[config.mk]
export PLATFORM = sky130hd
export DESIGN_NAME = sd_buffer_ctrl_flat
export DESIGN_NICKNAME = d
export VERILOG_FILES = /design/src/rtl/sd_pkg.sv /design/src/rtl/sd_buffer_ctrl_if.sv /design/src/rtl/sd_rr_arb2.sv /design/src/rtl/sd_buffer_ctrl.sv /design/src/flat_wrapper.sv
export SDC_FILE = /design/constraint.sdc
export NUM_CORES = 1
export LEC_CHECK = 0
export CAP_MARGIN = 10
export CORE_MARGIN = 1
export CORE_UTILIZATION = 40
export CTS_CLUSTER_SIZE = 28
export DETAILED_ROUTE_END_ITERATION = 7
export MAX_ROUTING_LAYER = met4
export PLACE_DENSITY_LB_ADDON = 0.15
export SLEW_MARGIN = 15
export SYNTH_ARGS = -nofsm -noshare
export SYNTH_HDL_FRONTEND = slang
export SYNTH_SLANG_ARGS = --single-unit
[constraint.sdc]
create_clock -name clk -period 2.21 [get_ports clk]
set_input_delay 0.5525 -clock clk [delete_from_list [all_inputs] [get_ports clk]]
set_output_delay 0.5525 -clock clk [all_outputs]
set_load 0.01 [all_outputs]
[src/rtl/sd_pkg.sv]
// Shared constants and controller state encoding for the SD sector buffer.
package sd_pkg;

   localparam int SD_SECTOR_BITS = 4096;
   localparam int SD_WORDS       = SD_SECTOR_BITS / 32;
   localparam int SD_WORD_AW     = $clog2(SD_WORDS);

   typedef enum logic [2:0] {
      IDLE,
      ARB,
      WAIT_WORD,
      ISSUE,
      WAIT_END,
      DONE
   } sd_ctrl_state_t;

endpackage

[src/rtl/sd_buffer_ctrl_if.sv]
// Requester stream, buffer write port and status bundle of sd_buffer_ctrl.
interface sd_buffer_ctrl_if #(
   parameter int AW = 7
);

   logic [1:0]    req;
   logic [1:0]    gnt;
   logic [1:0]    wvalid;
   logic [31:0]   wdata0;
   logic [31:0]   wdata1;
   logic          wready;
   logic [AW-1:0] buf_addr;
   logic          buf_we;
   logic [31:0]   buf_wdata;
   logic          buf_write_end;
   logic          sector_done;
   logic          abort;
   logic          owner;
   logic [AW:0]   word_cnt;
   logic          busy;

   modport master (
      output req, wvalid, wdata0, wdata1, buf_write_end,
      input  gnt, wready, buf_addr, buf_we, buf_wdata,
      input  sector_done, abort, owner, word_cnt, busy
   );

   modport slave (
      input  req, wvalid, wdata0, wdata1, buf_write_end,
      output gnt, wready, buf_addr, buf_we, buf_wdata,
      output sector_done, abort, owner, word_cnt, busy
   );

endinterface

[src/rtl/sd_rr_arb2.sv]
// Two-way round-robin arbiter: on contention the requester that did not own last wins.
module sd_rr_arb2 (
   input  logic [1:0] req,
   input  logic       last_owner,
   output logic [1:0] gnt,
   output logic       idx
);

   always_comb begin
      idx = last_owner;
      case (req)
         2'b01:   idx = 1'b0;
         2'b10:   idx = 1'b1;
         2'b11:   idx = ~last_owner;
         default: idx = last_owner;
      endcase
      gnt = 2'b00;
      if (|req) gnt[idx] = 1'b1;
   end

endmodule

[src/rtl/sd_buffer_ctrl.sv]
// Sector-granular arbiter/sequencer writing requester words into the SD sector buffer.
// Optional write-end watchdog and sticky err output: SD_BUFFER_CTRL_TIMEOUT_EN.
module sd_buffer_ctrl
   import sd_pkg::*;
#(
   parameter int WORDS  = SD_WORDS,
   parameter int AW     = SD_WORD_AW,
   parameter int TO_CYC = 15
) (
   input  logic clk,
   input  logic reset_n,
`ifdef SD_BUFFER_CTRL_TIMEOUT_EN
   output logic err,
`endif
   sd_buffer_ctrl_if.slave bus
);

   localparam logic [AW:0] LAST_IDX = (AW+1)'(WORDS - 1);

   sd_ctrl_state_t state, state_nxt;

   logic [1:0]    gnt_q, arb_gnt;
   logic          owner_q, arb_idx;
   logic [AW:0]   cnt_q;
   logic [AW-1:0] addr_q;
   logic [31:0]   wdata_q;

   logic          own_req, own_valid;
   logic [31:0]   own_data;
   logic          grant, hs, wr_done, to_hit;
   logic          wready_c, we_c, done_c, abort_c;

   assign own_req   = bus.req[owner_q];
   assign own_valid = bus.wvalid[owner_q];
   assign own_data  = owner_q ? bus.wdata1 : bus.wdata0;

   sd_rr_arb2 u_arb (
      .req        (bus.req),
      .last_owner (owner_q),
      .gnt        (arb_gnt),
      .idx        (arb_idx)
   );

`ifdef SD_BUFFER_CTRL_TIMEOUT_EN
   localparam logic [3:0] TO_LIM = 4'(TO_CYC);
   logic [3:0] to_cnt;

   // Counter is 1 in the first WAIT_END cycle, so the abort lands TO_CYC cycles after buf_we.
   assign to_hit = (state == WAIT_END) && !bus.buf_write_end && (to_cnt == TO_LIM);

   always_ff @(posedge clk or negedge reset_n) begin
      if (!reset_n) begin
         to_cnt <= '0;
         err    <= 1'b0;
      end else begin
         if (state == ISSUE)
            to_cnt <= 4'd1;
         else if (state == WAIT_END && to_cnt != 4'hF)
            to_cnt <= to_cnt + 4'd1;
         if (grant)
            err <= 1'b0;
         else if (to_hit)
            err <= 1'b1;
      end
   end
`else
   assign to_hit = 1'b0;
`endif

   always_ff @(posedge clk or negedge reset_n) begin
      if (!reset_n) state <= IDLE;
      else          state <= state_nxt;
   end

   always_comb begin
      state_nxt = state;
      wready_c  = 1'b0;
      we_c      = 1'b0;
      done_c    = 1'b0;
      abort_c   = 1'b0;
      grant     = 1'b0;
      hs        = 1'b0;
      wr_done   = 1'b0;
      case (state)
         IDLE:      if (|bus.req) state_nxt = ARB;
         ARB: begin
            if (|arb_gnt) begin
               grant     = 1'b1;
               state_nxt = WAIT_WORD;
            end else begin
               state_nxt = IDLE;
            end
         end
         WAIT_WORD: begin
            // A dropped request wins over a same-cycle word so nothing is half-accepted.
            if (!own_req) begin
               abort_c   = 1'b1;
               state_nxt = IDLE;
            end else begin
               wready_c = 1'b1;
               if (own_valid) begin
                  hs        = 1'b1;
                  state_nxt = ISSUE;
               end
            end
         end
         ISSUE: begin
            we_c      = 1'b1;
            state_nxt = WAIT_END;
         end
         WAIT_END: begin
            if (bus.buf_write_end) begin
               wr_done   = 1'b1;
               state_nxt = (cnt_q == LAST_IDX) ? DONE : WAIT_WORD;
            end else if (to_hit) begin
               abort_c   = 1'b1;
               state_nxt = IDLE;
            end
         end
         DONE: begin
            done_c    = 1'b1;
            state_nxt = IDLE;
         end
         default:   state_nxt = IDLE;
      endcase
   end

   always_ff @(posedge clk or negedge reset_n) begin
      if (!reset_n) begin
         gnt_q   <= '0;
         owner_q <= 1'b1;
         cnt_q   <= '0;
         addr_q  <= '0;
         wdata_q <= '0;
      end else begin
         if (grant) begin
            gnt_q   <= arb_gnt;
            owner_q <= arb_idx;
            cnt_q   <= '0;
         end else if (state_nxt == IDLE) begin
            gnt_q   <= '0;
         end
         // Address/data stay put until the next handshake, covering ISSUE through write-end.
         if (hs) begin
            addr_q  <= cnt_q[AW-1:0];
            wdata_q <= own_data;
         end
         if (wr_done) cnt_q <= cnt_q + 1'b1;
      end
   end

   assign bus.gnt         = gnt_q;
   assign bus.wready      = wready_c;
   assign bus.buf_addr    = addr_q;
   assign bus.buf_we      = we_c;
   assign bus.buf_wdata   = wdata_q;
   assign bus.sector_done = done_c;
   assign bus.abort       = abort_c;
   assign bus.owner       = owner_q;
   assign bus.word_cnt    = cnt_q;
   assign bus.busy        = (state != IDLE);

endmodule

[src/flat_wrapper.sv]
// flat-port wrapper written by rule: the top's interface ports become plain ports
module sd_buffer_ctrl_flat import sd_pkg::*;
#(
   parameter int WORDS  = SD_WORDS,
   parameter int AW     = SD_WORD_AW,
   parameter int TO_CYC = 15
)
  (clk, reset_n, bus_req, bus_wvalid, bus_wdata0, bus_wdata1, bus_buf_write_end, bus_gnt, bus_wready, bus_buf_addr, bus_buf_we, bus_buf_wdata, bus_sector_done, bus_abort, bus_owner, bus_word_cnt, bus_busy);
  sd_buffer_ctrl_if #(.AW(AW)) bus_i ();
  input  logic clk;
  input  logic reset_n;
  input wire logic [$bits(bus_i.req)-1:0] bus_req;
  input wire logic [$bits(bus_i.wvalid)-1:0] bus_wvalid;
  input wire logic [$bits(bus_i.wdata0)-1:0] bus_wdata0;
  input wire logic [$bits(bus_i.wdata1)-1:0] bus_wdata1;
  input wire logic [$bits(bus_i.buf_write_end)-1:0] bus_buf_write_end;
  output wire logic [$bits(bus_i.gnt)-1:0] bus_gnt;
  output wire logic [$bits(bus_i.wready)-1:0] bus_wready;
  output wire logic [$bits(bus_i.buf_addr)-1:0] bus_buf_addr;
  output wire logic [$bits(bus_i.buf_we)-1:0] bus_buf_we;
  output wire logic [$bits(bus_i.buf_wdata)-1:0] bus_buf_wdata;
  output wire logic [$bits(bus_i.sector_done)-1:0] bus_sector_done;
  output wire logic [$bits(bus_i.abort)-1:0] bus_abort;
  output wire logic [$bits(bus_i.owner)-1:0] bus_owner;
  output wire logic [$bits(bus_i.word_cnt)-1:0] bus_word_cnt;
  output wire logic [$bits(bus_i.busy)-1:0] bus_busy;
  assign bus_i.req = bus_req;
  assign bus_i.wvalid = bus_wvalid;
  assign bus_i.wdata0 = bus_wdata0;
  assign bus_i.wdata1 = bus_wdata1;
  assign bus_i.buf_write_end = bus_buf_write_end;
  assign bus_gnt = bus_i.gnt;
  assign bus_wready = bus_i.wready;
  assign bus_buf_addr = bus_i.buf_addr;
  assign bus_buf_we = bus_i.buf_we;
  assign bus_buf_wdata = bus_i.buf_wdata;
  assign bus_sector_done = bus_i.sector_done;
  assign bus_abort = bus_i.abort;
  assign bus_owner = bus_i.owner;
  assign bus_word_cnt = bus_i.word_cnt;
  assign bus_busy = bus_i.busy;
  sd_buffer_ctrl #(.WORDS(WORDS), .AW(AW), .TO_CYC(TO_CYC)) u_core (.clk(clk), .reset_n(reset_n), .bus(bus_i));
endmodule
==> key figures, run 1 <==
Layout
  • Fillers: 514
  • Post-route design area: 4050 µm²
  • Commonest non-fill, non-tap cells in the layout: clkdlybuf4s50_1, dfrtp_1, nor2_1
  • Final net count: 450
  • Final Util: 67.1%
  • Most common cell after layout, fill and taps aside: clkdlybuf4s50_1
  • P&R area growth vs syn: 59.8%
  • Share of layout cells above drive strength 1: 11.4%
  • Diode count: 0

Yosys
  • Synth area leader: dfrtp_1
  • Synth area leaders: dfrtp_1, mux2i_1, a21oi_1
  • Syn nets: 316
  • Syn Std Cell Area: 2530 µm²
  • Mean Syn Cell Area: 10.4 µm²
  • Synth Warn #: 0
  • Seq cells post-synth: 53
  • Cells after synthesis: 244
  • Synth cell types: 37
  • Sequential area share after synthesis: 52.4%
  • Post-synth top area share: 51.4%

Clocking
  • Clk sinks: 53
  • Hold buffers post-CTS: 0
  • Clock Pin Slew Worst Setup and Hold Paths: 90 ps
  • CTS Buf Count: 5
  • TritonCTS clock tree: built
  • CTS H-tree depth: 2
  • Clk_lat worst skew: 300 ps
  • CTS root buf: clkbuf_8
  • Clock Path Buffers: 2

Power
  • Peak supply drop: 634 µV
  • Internal: 0.00289 W
  • Psw: 0.00157 W
  • Leak: 1.79 nW
  • Clock Power Share: 12.5%
  • Pwr/cell area: 1100 nW/µm²
  • Comb power frac: 52.5%
  • Sequential Power Share: 35.0%
  • Switch share: 35.2%

Place
  • HPWL Detailed: 4800 µm
  • Buffers on Ports: 125
  • Placer Congestion: 0.798
  • Placed cell areas: 3930 µm²

STA
  • RSZ-0062 raised after global routing: no
  • Setup Skew: 4.25 ps
  • Setup TNS: 0 ps
  • Slew @ Worst Pin: 636 ps
  • Max transition margin: 56.5%
  • Fin. Hold Viols: 0
  • Final Critical Period: 2110 ps
  • Achievable frequency: 473 MHz
  • Final setup vio count: 0
  • Slew Viols, Final: 0
  • Post-route clock period utilization: 95.6%

Detailed routing
  • Number of DRC markers in iteration 0: 65
  • Remaining antenna violation count: 0
  • Vias: 2244
  • DR WL/cell: 14.0 µm
  • # DRC: 0
  • Vias per inst: 4.95
  • Drt pass-1 iters: 4
  • DRT Wirelength: 6340 µm

Die
  • Core ar.: 6030 µm²
  • Starting Density: 42.0%
  • Die W: 81.6 µm
  • IO Count: 126
  • Die Y-Extent: 81.6 µm
  • # rows: 28
  • Die area: 6650 µm²

Worst setup path
  • Reg-to-reg slack, setup: 340 ps
  • Critical path peak fanout: 3
  • CP Capture Type: output port
  • CP Launch Point: bus_req[1]
  • CP Data Arrival Time: 1560 ps
  • Reg-to-reg startpoint: u_core.bus.owner$_DFFE_PN1P_
  • Required time worst endpoint: 1660 ps
  • Nature of the critical path startpoint: primary input
  • WS Path Type: primary input to output port

GRT
  • Number of global-route vias before repair: 2077
  • Global-route wire length before repair: 9720 µm
  • Total track usage: 20.0%
  • Overflow after GRT: 0
  • Initial antenna violation count: 0
  • Largest net degree at the start of global routing: 43

Worst hold path
  • HP Class: primary input to async pin

Outcome
  • Status: finished clean

Job
  • Max Cap Violations: 0
worst max-delay path: stages:
cell and delay [ps]:
clkdlybuf4s50_1 440, mux2i_2 210, nor3b_2 200, clkbuf_2 150
cells by family (layout without fill, tap and decap cells):
group,count (synthesis),in the layout,synth area share (%)
DFF,53,53,52.4
and+or+nand+nor,72,72,14.2
adders and majority gates,1,1,0.494
AOI/OAI and AO/OA,56,56,12.1
muxes,43,43,17.4
buffers and inverters,19,153,3.36
worst paths after layout:
| path | end | cells past startpoint |
|---|---|---|
| setup / recovery | bus_abort | 4 |
| hold / removal | u_core.bus.buf_addr[3]$_DFFE_PN0P_ | 1 |
| setup reg to reg | u_core.bus.gnt[0]$_DFFE_PN0P_ | 7 |
| hold reg to reg | u_core.bus.buf_addr[0]$_DFFE_PN0P_ | 1 |
| max in group asynchronous | u_core.bus.buf_wdata[10]$_DFFE_PN0P_ | 2 |
| min in group clk | u_core.bus.buf_addr[0]$_DFFE_PN0P_ | 1 |
flip-flops by register name (all words and copies together), names as in the netlist:
name,count
u_core.bus.owner,1
u_core.bus.gnt,2
u_core.bus.word_cnt,8
u_core.bus.buf_addr,7
u_core.state,3
u_core.bus.buf_wdata,32
power by group through the flow:
| stage | combinational (W) | sequential, W | clock [W] |
|---|---|---|---|
| after floorplan | 0.00103 | 0.00171 | 0 |
| after global placement | 0.00229 | 0.00157 | 0 |
| after detailed placement | 0.00234 | 0.00159 | 0 |
| after CTS | 0.00235 | 0.00158 | 0.000572 |
| after global routing | 0.00256 | 0.00161 | 0.000609 |
| final | 0.00234 | 0.00156 | 0.000556 |
layer usage:
layer | global-route usage, % | vias to the layer above | wire length (µm)
met5 | - | - | 0
met1 | 24.3 | 1031 | 2680
met3 | 5.22 | 7 | 483
li1 | - | 1125 | -
met2 | 32.6 | 81 | 3100
met4 | 6.07 | 0 | 79
per-stage QoR:
step / total power, W / hold slack, ps / worst slack [ps] / instances
floorplan: 0.00274 / 257 / 377 / 244
global placement: 0.00386 / 490 / -275 / 445
global route: 0.00478 / 179 / 13.9 / 453
CTS: 0.00450 / 167 / 6.53 / 452
finish: 0.00445 / 160 / 97.8 / 453
detailed placement: 0.00392 / 495 / -321 / 445
synthesized netlist by cell type, drive strengths merged:
| cell type | instances |
|---|---|
| nor4 | 1 |
| a22o | 1 |
| o211ai | 1 |
| nor4bb | 1 |
| a31oi | 1 |
| dfstp | 1 |
| a2111oi | 1 |
| mux2i | 36 |
| dfrtp | 52 |
| nor2b | 1 |
| clkbuf | 5 |
| o21bai | 1 |
| nor3b | 2 |
| buf | 10 |
| a21oi | 38 |
| nand2b | 3 |
| o21ai | 8 |
| a211oi | 3 |
| or3 | 1 |
| or2 | 1 |
| o31ai | 1 |
| nor2 | 40 |
| o21a | 1 |
| nand3b | 2 |
| nand2 | 7 |
| mux2 | 7 |
| nand4bb | 1 |
| and3 | 1 |
| nand3 | 3 |
| inv | 4 |
| nor3 | 4 |
| and2 | 1 |
| or3b | 2 |
| nand4b | 1 |
| ha | 1 |
area by class of cell:
type                            instances  area (µm²)  area share, %
Timing Repair Buffer                  142        1390           34.3
Sequential cell                        53        1330           32.9
Multi-Input combinational cell        172        1130           27.9
Tap cell                               75        93.8           2.32
Clock buffer                            6        82.6           2.04
Inverter                                4        15.0          0.371
Clock inverter                          1        7.51          0.186
what timing repair did:
item / CTS / global route
gates cloned: 0 / 0
setup buffers: 0 / 1
resized for setup: 7 / 8
endpoints found under the setup margin: 5 / 6
(Power assumes the default switching activity.)
==> run 2, diff against run 1 <==
--- a/config.mk
+++ b/config.mk
@@ -12,6 +12,7 @@
 export DETAILED_ROUTE_END_ITERATION = 7
 export MAX_ROUTING_LAYER = met4
 export PLACE_DENSITY_LB_ADDON = 0.15
+export RECOVER_POWER = 100
 export SLEW_MARGIN = 15
 export SYNTH_ARGS = -nofsm -noshare
 export SYNTH_HDL_FRONTEND = slang
==> run 2 against run 1 <==
Effect of this change: clock skew grew 1.5 ps; worst hold slack gained 200 ps; final cell count unchanged; non-clock buffer count is the same; via count fell by 0.18%; critical endpoint unchanged.
==> key figures, run 2 (synthesized netlist as in run 1, its figures left out) <==
Detailed routing
  • Drt pass-1 iters: 4 (unchanged)
  • DRT Wirelength: 6330 µm (was 6340 µm)
  • # DRC: 0 (unchanged)
  • Vias per inst: 4.94 (was 4.95)
  • Remaining antenna violation count: 0 (unchanged)
  • Number of DRC markers in iteration 0: 59 (was 65)
  • Vias: 2240 (was 2244)
  • DR WL/cell: 14.0 µm (about the same)

Worst setup path
  • Reg-to-reg startpoint: u_core.bus.owner$_DFFE_PN1P_ (unchanged)
  • R2R Path End: u_core.bus.gnt[0]$_DFFE_PN0P_ (unchanged)
  • Critical Path End: bus_abort (unchanged)
  • CP Launch Point: bus_req[1] (unchanged)
  • WS Path Type: primary input to output port (unchanged)
  • Top delay family on crit path: buffers and inverters (unchanged)
  • Max stage delay on crit path: 430 ps (was 440 ps)
  • Nature of the critical path startpoint: primary input (unchanged)
  • CP Capture Type: output port (unchanged)
  • Cell Chain, Critical Path: clkdlybuf4s50_1 -> mux2i_1 -> nor3b_2 -> clkbuf_2 (was clkdlybuf4s50_1 -> mux2i_2 -> nor3b_2 -> clkbuf_2)
  • Buf+Inv Stages, Crit Path: 2 (unchanged)
  • Reg-to-reg slack, setup: 290 ps (was 340 ps)
  • CP Data Arrival Time: 1580 ps (was 1560 ps)
  • Critical-path top delay cell: clkdlybuf4s50_1 (unchanged)
  • R2R depth: 7 (unchanged)
  • Required time worst endpoint: 1660 ps (about the same)
  • Stages on worst setup path: 4 (unchanged)
  • Critical path peak fanout: 3 (unchanged)

Die
  • IO Count: 126 (unchanged)
  • Starting Density: 42.0% (unchanged)
  • # rows: 28 (unchanged)
  • Core ar.: 6030 µm² (unchanged)
  • Die W: 81.6 µm (unchanged)
  • Die area: 6650 µm² (unchanged)
  • Die Y-Extent: 81.6 µm (unchanged)

Job
  • Max Cap Violations: 0 (unchanged)

Power
  • Peak supply drop: 601 µV (was 634 µV)
  • Leak: 1.80 nW (was 1.79 nW)
  • Comb power frac: 51.2% (was 52.5%)
  • Switch share: 36.3% (was 35.2%)
  • Pwr/cell area: 1070 nW/µm² (was 1100 nW/µm²)
  • Psw: 0.00155 W (was 0.00157 W)
  • Internal: 0.00273 W (was 0.00289 W)
  • Sequential Power Share: 35.9% (was 35.0%)
  • Clock Power Share: 12.9% (was 12.5%)

Place
  • Buffers on Ports: 125 (unchanged)
  • HPWL Detailed: 4800 µm (unchanged)
  • Placer Congestion: 0.798 (unchanged)
  • Placed cell areas: 3930 µm² (unchanged)
  • Placed Cells: 445 (unchanged)

GRT
  • Initial antenna violation count: 0 (unchanged)
  • Largest net degree at the start of global routing: 43 (unchanged)
  • Met2 Usage GRT: 32.6% (unchanged)
  • Met1 Use GR: 24.3% (unchanged)
  • Overflow after GRT: 0 (unchanged)
  • Global-route wire length before repair: 9720 µm (unchanged)
  • GR peak layer: met2 (unchanged)
  • Global Route met3 Usage: 5.22% (unchanged)
  • Number of global-route vias before repair: 2077 (unchanged)
  • Total track usage: 20.0% (unchanged)

STA
  • Final setup vio count: 0 (unchanged)
  • Fin. Hold Viols: 0 (unchanged)
  • Setup Skew: 5.78 ps (was 4.25 ps)
  • Slew Viols, Final: 0 (unchanged)
  • Achievable frequency: 470 MHz (was 473 MHz)
  • Min Hold Slack: 362 ps (was 160 ps)
  • Slew @ Worst Pin: 946 ps (was 636 ps)
  • Final Critical Period: 2130 ps (was 2110 ps)
  • Max transition margin: 36.9% (was 56.5%)
  • Post-route clock period utilization: 96.3% (was 95.6%)
  • Setup TNS: 0 ps (unchanged)
  • RSZ-0062 raised after global routing: no (unchanged)

Clocking
  • Hold buffers post-CTS: 0 (unchanged)
  • Clock Pin Slew Worst Setup and Hold Paths: 90 ps (about the same)
  • CTS H-tree depth: 2 (unchanged)
  • TritonCTS clock tree: built (unchanged)
  • Clk sinks: 53 (unchanged)
  • CTS root buf: clkbuf_8 (unchanged)
  • Clk_lat worst skew: 300 ps (about the same)
  • CTS Buf Count: 5 (unchanged)
  • Clock Path Buffers: 2 (unchanged)

Layout
  • Commonest non-fill, non-tap cells in the layout: clkdlybuf4s50_1, dfrtp_1, dlygate4sd3_1 (was clkdlybuf4s50_1, dfrtp_1, nor2_1)
  • Final Util: 66.5% (was 67.1%)
  • Max FFs per register: 32 (unchanged)
  • P&R area growth vs syn: 58.3% (was 59.8%)
  • Diode count: 0 (unchanged)
  • Layout Cells excl Fill: 453 (unchanged)
  • Post-route design area: 4010 µm² (was 4050 µm²)
  • Final net count: 450 (unchanged)
  • Share of layout cells above drive strength 1: 8.73% (was 11.4%)
  • Most common cell after layout, fill and taps aside: clkdlybuf4s50_1 (unchanged)

Worst hold path
  • HP Class: primary input to async pin (unchanged)

Outcome
  • Status: finished clean (unchanged)
-- run 2: changes by cell type in the layout (fill, tap and decap cells not counted), moves of 2 or more --
cell	delta
clkdlybuf4s50_1	-50
dlygate4sd3_1	+50
buf_4	-8
clkbuf_1	+7
clkbuf_2	+2
clkdlybuf4s25_1	+2
dlymetal6s2s_1	-2
-- run 2: layer usage --
| metal | vias up | share of wire (%) |
|---|---|---|
| met1 | 1025 | 42 |
| li1 | 1127 | - |
| met4 | 0 | 1.2 |
| met3 | 7 | 7.8 |
| met5 | - | 0 |
| met2 | 81 | 49 |
-- run 2: cell type report --
| class | count | area (µm²) |
|---|---|---|
| Clock inverter | 1 | 7.51 |
| Timing Repair Buffer | 142 | 1360 |
| Clock buffer | 6 | 82.6 |
| Tap cell | 75 | 93.8 |
| Fill cell | 521 | 2020 |
| Sequential cell | 53 | 1330 |
| Inverter | 4 | 15.0 |
| Multi-Input combinational cell | 172 | 1120 |
-- run 2: power by group through the flow --
stage | Sequential (W) | Combinational (W) | Clock [W]
after floorplan | 0.00171 | 0.00103 | 0
after global placement | 0.00157 | 0.00229 | 0
after detailed placement | 0.00159 | 0.00234 | 0
after CTS | 0.00158 | 0.00235 | 0.000572
after global routing | 0.00159 | 0.00241 | 0.000609
final | 0.00154 | 0.00219 | 0.000554
-- run 2: how the worst min path moves through the flow --
| stage | to | cells past startpoint |
|---|---|---|
| 5_1_grt | u_core.bus.buf_addr[3]$_DFFE_PN0P_ | 1 |
| 4_1_cts | u_core.bus.buf_addr[1]$_DFFE_PN0P_ | 1 |
| 3_3_place_gp | u_core.bus.buf_addr[3]$_DFFE_PN0P_ | 1 |
| 6_report | u_core.bus.buf_addr[3]$_DFFE_PN0P_ | 1 |
| 3_5_place_dp | u_core.bus.buf_addr[1]$_DFFE_PN0P_ | 1 |
| 2_1_floorplan | u_core.bus.buf_addr[0]$_DFFE_PN0P_ | 0 |
-- run 2: worst register-to-register path, delay by kind of cell, from the launching register on --
kind | cells | cell delay [ps]
flops | 1 | 580
compound gates | 2 | 290
buf+inv | 3 | 510
mux | 1 | 330
simple gates | 1 | 70
-- run 2: what timing repair did --
action	CTS	global route
resized for setup	7	8
setup endpoints to repair	5	6
pin swaps	0	0
buffers inserted	0	1
-- run 2: through the flow --
step | setup slack, ps | power [W]
2_1_floorplan | 377 | 0.00274
3_3_place_gp | -275 | 0.00386
3_5_place_dp | -321 | 0.00392
4_1_cts | 6.53 | 0.00450
5_1_grt | 13.9 | 0.00461
6_report | 81.8 | 0.00428
==> run 3, diff against run 2 <==
--- a/config.mk
+++ b/config.mk
@@ -11,7 +11,7 @@
 export CTS_CLUSTER_SIZE = 28
 export DETAILED_ROUTE_END_ITERATION = 7
 export MAX_ROUTING_LAYER = met4
-export PLACE_DENSITY_LB_ADDON = 0.15
+export PLACE_DENSITY = 0.85
 export RECOVER_POWER = 100
 export SLEW_MARGIN = 15
 export SYNTH_ARGS = -nofsm -noshare
==> run 3 against run 2 <==
Effect of this change: die area unchanged; setup slack worse by 16 ps; clock skew up 0.53 ps; critical path depth down 2; global-route usage down 0.30 points; sequential power about the same; wire length up 1.9%; clock power down 4.9%; combinational power up 5%; maximum frequency down 0.73%; non-clock buffer count up 1.
==> key figures, run 3 (synthesized netlist as in run 1, its figures left out) <==
GRT
  • Overflow after GRT: 0 (unchanged)
  • Initial antenna violation count: 0 (unchanged)
  • Total track usage: 19.7% (was 20.0%)
  • Global Route met3 Usage: 3.22% (was 5.22%)
  • Largest net degree at the start of global routing: 45 (was 43)
  • Met1 Use GR: 23.4% (was 24.3%)
  • GR peak layer: met2 (unchanged)
  • Met2 Usage GRT: 34.8% (was 32.6%)
  • Number of global-route vias before repair: 2169 (was 2077)
  • Global-route wire length before repair: 9820 µm (was 9720 µm)

Power
  • Clock Power Share: 12.0% (was 12.9%)
  • Sequential Power Share: 35.8% (was 35.9%)
  • Switch share: 35.5% (was 36.3%)
  • Internal: 0.00283 W (was 0.00273 W)
  • Pwr/cell area: 1080 nW/µm² (was 1070 nW/µm²)
  • Leak: 1.83 nW (was 1.80 nW)
  • Psw: 0.00156 W (was 0.00155 W)
  • Comb power frac: 52.2% (was 51.2%)
  • Peak supply drop: 637 µV (was 601 µV)

Layout
  • Register Area: 1330 µm² (about the same)
  • P&R area growth vs syn: 60.5% (was 58.3%)
  • Most common cell after layout, fill and taps aside: clkdlybuf4s50_1 (unchanged)
  • Fillers: 502 (was 521)
  • Final net count: 451 (was 450)
  • Share of layout cells above drive strength 1: 9.23% (was 8.73%)
  • Commonest non-fill, non-tap cells in the layout: clkdlybuf4s50_1, dlygate4sd3_1, dfrtp_1 (was clkdlybuf4s50_1, dfrtp_1, dlygate4sd3_1)
  • Post-route design area: 4060 µm² (was 4010 µm²)
  • Max FFs per register: 32 (unchanged)
  • Diode count: 0 (unchanged)
  • Layout Cells excl Fill: 454 (was 453)
  • Multi-input gate area: 1120 µm² (unchanged)

Worst setup path
  • Cell Chain, Critical Path: buf_12 -> clkdlybuf4s50_1 (was clkdlybuf4s50_1 -> mux2i_1 -> nor3b_2 -> clkbuf_2)
  • Nature of the critical path startpoint: register (was primary input)
  • Critical path peak fanout: 12 (was 3)
  • R2R Path End: u_core.bus.gnt[0]$_DFFE_PN0P_ (unchanged)
  • Critical-path top delay cell: dfstp_2 (was clkdlybuf4s50_1)
  • Buf+Inv Stages, Crit Path: 2 (unchanged)
  • CP Data Arrival Time: 1590 ps (was 1580 ps)
  • WS Path Type: register to output port (was primary input to output port)
  • Reg-to-reg startpoint: u_core.bus.owner$_DFFE_PN1P_ (unchanged)
  • Reg-to-reg slack, setup: 240 ps (was 290 ps)
  • Max stage delay on crit path: 600 ps (was 430 ps)
  • CP Capture Type: output port (unchanged)
  • Top delay family on crit path: buffers and inverters (unchanged)
  • Required time worst endpoint: 1660 ps (about the same)
  • R2R depth: 6 (was 7)

Worst hold path
  • HP Class: primary input to async pin (unchanged)

Die
  • IO Count: 126 (unchanged)
  • Starting Density: 42.0% (unchanged)
  • Die Y-Extent: 81.6 µm (unchanged)
  • # rows: 28 (unchanged)
  • Core ar.: 6030 µm² (unchanged)
  • Die W: 81.6 µm (unchanged)
  • Die area: 6650 µm² (unchanged)

STA
  • Setup TNS: 0 ps (unchanged)
  • Final setup vio count: 0 (unchanged)
  • Slew @ Worst Pin: 1200 ps (was 946 ps)
  • Final Critical Period: 2140 ps (was 2130 ps)
  • Post-route clock period utilization: 97.0% (was 96.3%)
  • Min Hold Slack: 485 ps (was 362 ps)
  • Fin. Hold Viols: 0 (unchanged)
  • Slew Viols, Final: 0 (unchanged)
  • Max transition margin: 19.9% (was 36.9%)
  • RSZ-0062 raised after global routing: no (unchanged)
  • Setup Skew: 6.31 ps (was 5.78 ps)
  • Achievable frequency: 466 MHz (was 470 MHz)

Detailed routing
  • # DRC: 0 (unchanged)
  • DRT Wirelength: 6460 µm (was 6330 µm)
  • Drt pass-1 iters: 4 (unchanged)
  • Number of DRC markers in iteration 0: 62 (was 59)
  • Remaining antenna violation count: 0 (unchanged)
  • Vias: 2315 (was 2240)
  • Vias per inst: 5.10 (was 4.94)
  • DR WL/cell: 14.2 µm (was 14.0 µm)

Clocking
  • Clk sinks: 53 (unchanged)
  • TritonCTS clock tree: built (unchanged)
  • CTS root buf: clkbuf_8 (unchanged)
  • Clock Path Buffers: 2 (unchanged)
  • CTS Buf Count: 5 (unchanged)
  • Hold buffers post-CTS: 0 (unchanged)
  • CTS H-tree depth: 2 (unchanged)
  • Clk_lat worst skew: 290 ps (was 300 ps)
  • Clock Pin Slew Worst Setup and Hold Paths: 90 ps (about the same)

Place
  • Buffers on Ports: 125 (unchanged)
  • Placed Cells: 442 (was 445)
  • Placed cell areas: 3920 µm² (was 3930 µm²)
  • HPWL Detailed: 4910 µm (was 4800 µm)
  • Placer Congestion: 0.802 (was 0.798)

Outcome
  • Status: finished clean (unchanged)

Job
  • Max Cap Violations: 0 (unchanged)
[run 3: through the flow]
step / worst slack (ps) / power, W / utilization [%]
3_3_place_gp: -272 / 0.00382 / 65.1
3_5_place_dp: -310 / 0.00390 / 65.1
5_1_grt: 8.18 / 0.00471 / 67.4
4_1_cts: 1.64 / 0.00456 / 67.5
6_report: 66.2 / 0.00439 / 67.4
2_1_floorplan: 377 / 0.00274 / -
[run 3: area by class of cell]
type,count,area share [%]
tap,75,2.31
clock buffer,7,2.13
inverter,4,0.370
multi-input combinational,172,27.7
timing repair buffer,143,34.8
sequential,53,32.7
[run 3: how the worst max path moves through the flow]
stage | from | end | slack (ps) | cells past startpoint
floorplan | u_core.bus.owner$_DFFE_PN1P_ | bus_abort | 380 | 2
global placement | bus_req[1] | bus_abort | -270 | 4
detailed placement | bus_req[1] | bus_abort | -310 | 4
CTS | u_core.state[1]$_DFF_PN0_ | bus_busy | 2 | 2
global route | bus_req[1] | bus_wready | 8 | 4
finish | u_core.bus.owner$_DFFE_PN1P_ | bus_owner | 70 | 2
[run 3: layer usage]
metal  wire, µm  up-vias
li1           -     1129
met1       2670     1092
met2       3320       86
met3        403        8
met4         63        0
met5          0        -
[run 3: power groups by stage]
| stage | logic (W) | registers (W) | clock network, W |
|---|---|---|---|
| final | 0.00229 | 0.00157 | 0.000527 |
| after global routing | 0.00250 | 0.00163 | 0.000583 |
| after CTS | 0.00241 | 0.00161 | 0.000549 |
| after detailed placement | 0.00228 | 0.00162 | 0 |
| after global placement | 0.00222 | 0.00159 | 0 |
| after floorplan | 0.00103 | 0.00171 | 0 |
[run 3: worst reg2reg max path: stages, from the launching register on]
cell and delay (ps):
dfstp_2 600, clkbuf_1 180, mux2i_1 340, nor4_4 80
buf_12 150, a211oi_1 330, a211oi_1 140
[run 3: repair_timing]
item / in CTS / in global routing
setup buffers: 1 / 3
endpoints found under the setup margin: 5 / 5
gates resized for setup: 9 / 5
cloned: 1 / 0
